$ cat config.mk
export PLATFORM = sky130hd
export DESIGN_NAME = imem_boot_loader
export DESIGN_NICKNAME = d
export VERILOG_FILES = /design/src/rtl/imem_boot_loader.sv
export SDC_FILE = /design/constraint.sdc
export NUM_CORES = 1
export LEC_CHECK = 0
export ABC_AREA = 1
export BUFFER_PORTS_ARGS = -buffer_cell sky130_fd_sc_hd__buf_2
export CAP_MARGIN = 15
export CELL_PAD_IN_SITES_DETAIL_PLACEMENT = 2
export CELL_PAD_IN_SITES_GLOBAL_PLACEMENT = 2
export CORE_MARGIN = 8
export CORE_UTILIZATION = 37
export CTS_CLUSTER_SIZE = 10
export DETAILED_ROUTE_END_ITERATION = 10
export HOLD_SLACK_MARGIN = 0.03
export PLACE_DENSITY_LB_ADDON = 0.12
export SYNTH_ARGS = -nofsm -noshare
export SYNTH_HDL_FRONTEND = slang
export SYNTH_SLANG_ARGS = --single-unit
$ cat constraint.sdc
create_clock -name clk -period 4.7 [get_ports clk]
set_input_delay 0.235 -clock clk [delete_from_list [all_inputs] [get_ports clk]]
set_output_delay 0.235 -clock clk [all_outputs]
set_load 0.005 [all_outputs]
$ cat src/rtl/imem_boot_loader.sv
// Boot loader: framed byte stream -> little-endian 32-bit Imem word writes; holds core in reset until loaded.
// Optional trailing XOR checksum byte enabled by macro LOADER_CHECKSUM_EN.
module imem_boot_loader #(
  parameter int MAX_WORDS = 256,
  parameter int CNT_W     = 16
) (
  input  logic        clk,
  input  logic        rst,
  input  logic        start,
  input  logic        byte_valid,
  input  logic [7:0]  byte_data,
  output logic        byte_ready,
  output logic        imem_we,
  output logic [31:0] imem_addr,
  output logic [31:0] imem_wdata,
  output logic        core_rst,
  output logic        busy,
  output logic        done,
  output logic        error
);

  typedef enum logic [2:0] {
    S_IDLE, S_LEN_LO, S_LEN_HI, S_DATA, S_CHECK, S_DONE, S_ERR
  } state_t;

  localparam logic [CNT_W-1:0] MAX_N = CNT_W'(MAX_WORDS);

`ifdef LOADER_CHECKSUM_EN
  localparam state_t S_TAIL = S_CHECK;
`else
  localparam state_t S_TAIL = S_DONE;
`endif

  state_t           state_q, state_d;
  logic [CNT_W-1:0] cnt_q, cnt_d;
  logic [CNT_W-1:0] len_q, len_d;
  logic [CNT_W-1:0] len_n;
  logic [1:0]       idx_q, idx_d;
  logic [23:0]      word_q, word_d;
  logic             we_q, we_d;
  logic [31:0]      addr_q, addr_d;
  logic [31:0]      wdata_q, wdata_d;
  logic             accept;
`ifdef LOADER_CHECKSUM_EN
  logic [7:0]       chk_q, chk_d;
`endif

  always_ff @(posedge clk or posedge rst) begin
    if (rst) begin
      state_q <= S_IDLE;
      cnt_q   <= '0;
      len_q   <= '0;
      idx_q   <= '0;
      word_q  <= '0;
      we_q    <= 1'b0;
      addr_q  <= '0;
      wdata_q <= '0;
`ifdef LOADER_CHECKSUM_EN
      chk_q   <= '0;
`endif
    end else begin
      state_q <= state_d;
      cnt_q   <= cnt_d;
      len_q   <= len_d;
      idx_q   <= idx_d;
      word_q  <= word_d;
      we_q    <= we_d;
      addr_q  <= addr_d;
      wdata_q <= wdata_d;
`ifdef LOADER_CHECKSUM_EN
      chk_q   <= chk_d;
`endif
    end
  end

  always_comb begin
    state_d = state_q;
    cnt_d   = cnt_q;
    len_d   = len_q;
    idx_d   = idx_q;
    word_d  = word_q;
    we_d    = 1'b0;
    addr_d  = addr_q;
    wdata_d = wdata_q;
`ifdef LOADER_CHECKSUM_EN
    chk_d   = chk_q;
`endif
    busy       = (state_q == S_LEN_LO) || (state_q == S_LEN_HI) ||
                 (state_q == S_DATA)   || (state_q == S_CHECK);
    byte_ready = busy && !we_q;
    accept     = byte_valid && byte_ready;
    len_n      = CNT_W'({byte_data, len_q[7:0]});

    // Counter advances in the write cycle; no byte can be accepted then.
    if (we_q) cnt_d = cnt_q + 1'b1;

    case (state_q)
      S_IDLE, S_DONE, S_ERR: begin
        if (start) begin
          state_d = S_LEN_LO;
          cnt_d   = '0;
          idx_d   = '0;
`ifdef LOADER_CHECKSUM_EN
          chk_d   = '0;
`endif
        end
      end
      S_LEN_LO: begin
        if (accept) begin
          len_d   = CNT_W'(byte_data);
          state_d = S_LEN_HI;
        end
      end
      S_LEN_HI: begin
        if (accept) begin
          len_d = len_n;
          if (len_n > MAX_N)       state_d = S_ERR;
          else if (len_n == '0)    state_d = S_TAIL;
          else                     state_d = S_DATA;
        end
      end
      S_DATA: begin
        if (accept) begin
          word_d = {byte_data, word_q[23:8]};
          idx_d  = idx_q + 2'd1;
`ifdef LOADER_CHECKSUM_EN
          chk_d  = chk_q ^ byte_data;
`endif
          if (idx_q == 2'd3) begin
            we_d    = 1'b1;
            addr_d  = 32'({cnt_q, 2'b00});
            wdata_d = {byte_data, word_q};
            if (cnt_q == len_q - 1'b1) state_d = S_TAIL;
          end
        end
      end
      S_CHECK: begin
`ifdef LOADER_CHECKSUM_EN
        if (accept) state_d = (byte_data == chk_q) ? S_DONE : S_ERR;
`endif
      end
      default: state_d = S_IDLE;
    endcase
  end

  assign imem_we    = we_q;
  assign imem_addr  = addr_q;
  assign imem_wdata = wdata_q;
  assign done       = (state_q == S_DONE);
  assign error      = (state_q == S_ERR);
  assign core_rst   = (state_q != S_DONE);

endmodule

Yosys cells after proc, flatten, opt, wreduce, memory -nomap -nowiden --
Cells that the tools add are included.
Operators by class: add/subtract/negate cells 3, order comparisons 1, eq/ne operators 15, mux-type cells 21, bitwise logic cells 2, reduce and logical (&&, ||, !) cells 17
Operator list (number):
- $mux 16 | 5
- $pmux 16 s2 | 1
- $mux 3 | 8
- $add 16x1->16 const B | 1
- $eq 16x16->1 | 1
- $gt 16x9->1 const B | 1
- $logic_not 16->1 | 1
- $sub 16x1->16 const B | 1
- $pmux 3 s5 | 1
- $reduce_and 3->1 | 4
- $eq 3x3->1 const B | 3
- $ne 2x2->1 const B | 4
- $reduce_and 7->1 | 1
- $eq 3x2->1 const B | 2
- $mux 2 | 2
- $ne 2x1->1 const B | 2
- $pmux 2 s2 | 1
- $reduce_bool 2->1 | 2
- $eq 3x1->1 const B | 1
- $logic_not 3->1 | 1
- $logic_or 1x1->1 | 3
- $mux 1 | 3
- $ne 3x3->1 const B | 1
- $reduce_or 3->1 | 1
- other kinds (6) | 8
Storage, ports and cells: flip-flop bits (word level) 110, bits of input ports 12, logic and storage cells 68

Logic depth before layout (Yosys ltp) --
depth in word-level cells 8, depth in mapped cells 15

Worst setup path before layout --
OpenSTA, ideal clock, no wires.
path type flip-flop to flip-flop, start reg len_q[0], end reg state_q[0], library setup time 117 ps, arrival time 1670 ps, setup slack 2913 ps, cell stages (with the launch flop) 14, buffers on the path 0, period minus slack after synthesis 1787 ps, cells stage by stage dfrtp_1 > inv_1 > ha_1 > nand2_1 > nor2_4 > nand2_1 > nand2_1 > nand2_1 > nor2_1 > nand3_1 > o21ai_2 > nand2_2 > nand2_1 > nand2_1
On the way: longest elaborated chain between the ends 4
Ends and longest elaborated chain:
- start, declared | line 36 | logic [CNT_W-1:0] len_q, len_d;
- start signal, assigned | line 64 | len_q <= len_d;
- $sub 16x1->16 or $gt 16x9->1 (tied branches) | line 133, 117
- $eq 16x16->1 or $mux 3 (tied branches) | line 133, 117
- $ne 2x1->1 (no source line) or $mux 3 (tied branches)
- $reduce_and 7->1 (no source line) or $pmux 3 s5 (tied branches)
- end signal, assigned | line 62 | state_q <= state_d;
- end, declared | line 34 | state_t state_q, state_d;
Several ways; a longest one is shown, not always the timed one. The select of a mux whose other input is x is not followed. A chain may end at the register's enable or synchronous reset.

Worst setup path in the final report --
start reg state_q[0], end reg addr_q[3] (netlist: imem_addr[3])
On the way: longest elaborated chain between the ends 7
Ends and longest elaborated chain:
- $eq 3x1->1 or $eq 3x2->1 (tied branches) | line 88 | busy = (state_q == S_LEN_LO) || (state_q == S_LEN_HI) ||
- $logic_or 1x1->1 (2 in series) | line 88
- $logic_or 1x1->1 | line 89 | (state_q == S_DATA) || (state_q == S_CHECK);
- $logic_and 1x1->1 | line 90 | byte_ready = busy && !we_q;
- $logic_and 1x1->1 | line 91 | accept = byte_valid && byte_ready;
- $reduce_and 3->1 (no source line) (*)
- end signal, assigned | line 68 | addr_q <= addr_d;
- end, declared | line 41 | logic [31:0] addr_q, addr_d;
Every way passes the cells marked *; elsewhere a longest branch is shown, timed or not.

==> results.md <==
- Slew Limit Fails: 0
- Routed WL: 14800 um
- Ant diodes: 0
- Crit share post-route: 56.7%
- Post-synthesis cell area: 5340 sq um
- Initial antenna violation count: 0
- Die Span X: 136 um
- Die Y-Extent: 136 um
- Ys Warns: 0
- Global placer's final weighted congestion: roughly 0.8
- GRT Total Usage: 16.9%
- Status: finished, final reports clean
- Maximum VDD drop: ~0.19 mV
- First-pass GRT wire length: 24600 um
- Fmax: 375 MHz
- Leak: 3.29 nW
- Arr. time, crit path: 2900 ps
- CTS tree: done
- Via count: 4169
- Synth Instances: 587
- Layout area overhead: 13.1%
- Pin count of the biggest net entering global routing: 70
- Ys async rst share: 100%
- Setup crit end kind: register
- Wire per inst: 17.7 um
- CP startpoint kind: register
- Max-Cap Viols: 0
- Relative slew slack: 34.1%
- Synth area leaders: dfrtp_1 (52%), nand2_1 (7.7%), mux2_1 (5.7%)
- Global-route congestion overflow total: 0
- Critical path's slowest cell: nor2_8
- Worst-path cell chain: nor2_2 > nand2_1 > nand2_2 > nand2_4 > nor2_8 > nand2_4 > nor2_8 > mux2_1
- WP data required: 4940 ps
- Total power draw: 0.00301 W
- Placed cell count: 821
- EDFF count, synth: 0
- Layout cells sized above 1: 16.4%
- Synth area leader: dfrtp_1
- Top cell type's share of synthesized area: 51.5%
- Yosys reg bits: 110
- Clk_lat worst skew: 350 ps
- Worst-path fanout max: 69
- FILL cells: 1625
- Power Density: between 400 and 500 nW/um^2
- DR DRC count: 0
- HPWL Detailed: 11200 um
- Die area: between 15000 and 20000 sq um
- Worst stage delay on the critical path: slightly above 800 ps
- Core ar.: roughly 14000 sq um
- Fin cells: roughly 840
- Final hold vios: 0
- Measured slew at the worst slew-check pin: 988 ps
- Final ANT Viol Nets: 0
- Resized cells post-CTS: 0
- Sequential share of the synthesized area: 51.5%
- Total CTS buffers: 9
- Synth Flop Type: dfrtp_1
- Fin area: 6040 sq um
- CTS H-tree depth: 3
- DR vias/cell: 4.98
- Setup TNS: 0 ps
- Clock buffer depth: 2
- Ports: 82
- Fin nets: 664
- Yosys cell types: 39
- Initial drt markers: 205
- Count leader, synth: dfrtp_1
- Vias in the first global route: 4660
- Initial Util: 37.3%
- CTS Sinks: 110
- Clock skew: 6.19 ps
- Hold-fix buffers, CTS: 0
- Cell Rows: between 40 and 50
- Crit Path Class: reg -> reg
- # Post-CTS Setup Buffers: 0
- Clk slew on worst S/H paths: 70 ps
- Syn Area/Cell: just over 9 sq um
- List of most frequent post-synthesis cells: dfrtp_1 (110), nand2_1 (109), nor2_1 (66)
- Drt pass-1 iters: 4
- Cell Area, Placed: 5740 sq um
- Final setup fails: 0
- Time the worst path needs with I/O delays and setup: 2670 ps
- Root cell of the clock tree: clkbuf_16
- Min-delay worst type: in -> async
- RSZ-0062 raised after global routing: false
- I/O Buffers: 65
stage by stage:
step	utilization [%]	hold slack, ps	setup WS [ps]
finish	42.2	24.0	2030
global route	42.2	113	1770
floorplan	-	341	1560
detailed placement	40.1	472	1980
global placement	40.1	462	2080
CTS	42.2	88.7	1960
cell families after synthesis:
logic type / count (synthesis) / synth area share (%)
multiplexers: 36 / 7.59
other: 1 / 0.0702
buffers and inverters: 96 / 8.67
XOR/XNOR: 16 / 2.62
flip-flops: 110 / 51.5
AND/OR/NAND/NOR: 239 / 20.0
adder cells (fa/ha/maj): 4 / 0.937
AO/OA/AOI/OAI: 85 / 8.60
path summary, 6_finish.rpt:
check,from,slack (ps),depth (start not counted),endpoint
min in group clk,start,100,2,cnt_q[15]
min,rst,20,2,word_q[13]
max reg2reg,state_q[0],2030,8,imem_addr[3]
max in group asynchronous,rst,3570,3,imem_wdata[3]
max,state_q[0],2030,8,imem_addr[3]
min reg2reg,imem_wdata[23],490,1,imem_wdata[23]
routing by layer:
| layer | up-vias | GRT usage, % | share of wire, % |
|---|---|---|---|
| met5 | - | 0 | 0 |
| met4 | 0 | 7.50 | 2.4 |
| met3 | 21 | 2.40 | 3.2 |
| met2 | 65 | 30.1 | 51 |
| met1 | 2089 | 19.8 | 43 |
| li1 | 1994 | - | - |
registers in the layout, indices dropped and copies added (netlist names):
name,cells
cnt_q,16
idx_q,2
imem_addr,16
imem_wdata,32
imem_we,1
len_q,16
state_q,3
word_q,24
report_power, final:
part           total [W]  internal (W)  switching, W
clock network   0.000766      0.000395      0.000371
registers        0.00129       0.00112      0.000170
logic           0.000952      0.000316      0.000637
layout by cell type, fill, tap and decap left out, types with 6 or more instances in the layout:
cell and count:
a21oi_1 33, buf_2 65, clkbuf_16 9, conb_1 16
dfrtp_1 110, inv_1 64, mux2_1 27, mux2_2 9
nand2_1 109, nand3_1 29, nand4_1 7, nor2_1 66
nor3_1 8, o21ai_0 34, o22ai_1 8, xnor2_1 6
xor2_1 10
critical path, delay by kind of cell, from the launching register on:
family / cells / cell delay [ps]
flops: 1 / 460
mux: 1 / 380
simple gates: 7 / 1650
cell type report:
class                   instances  area, sq um  area share, %
flip-flops and latches        110         2750           45.6
multi-input cells             396         2180           36.1
repair buffers                 66          333           5.51
clock buffers                  11          253           4.19
inverters                      65          246           4.08
well taps                     184          230           3.81
clock inverters                 5         41.3          0.684
(Power assumes the default switching activity.)
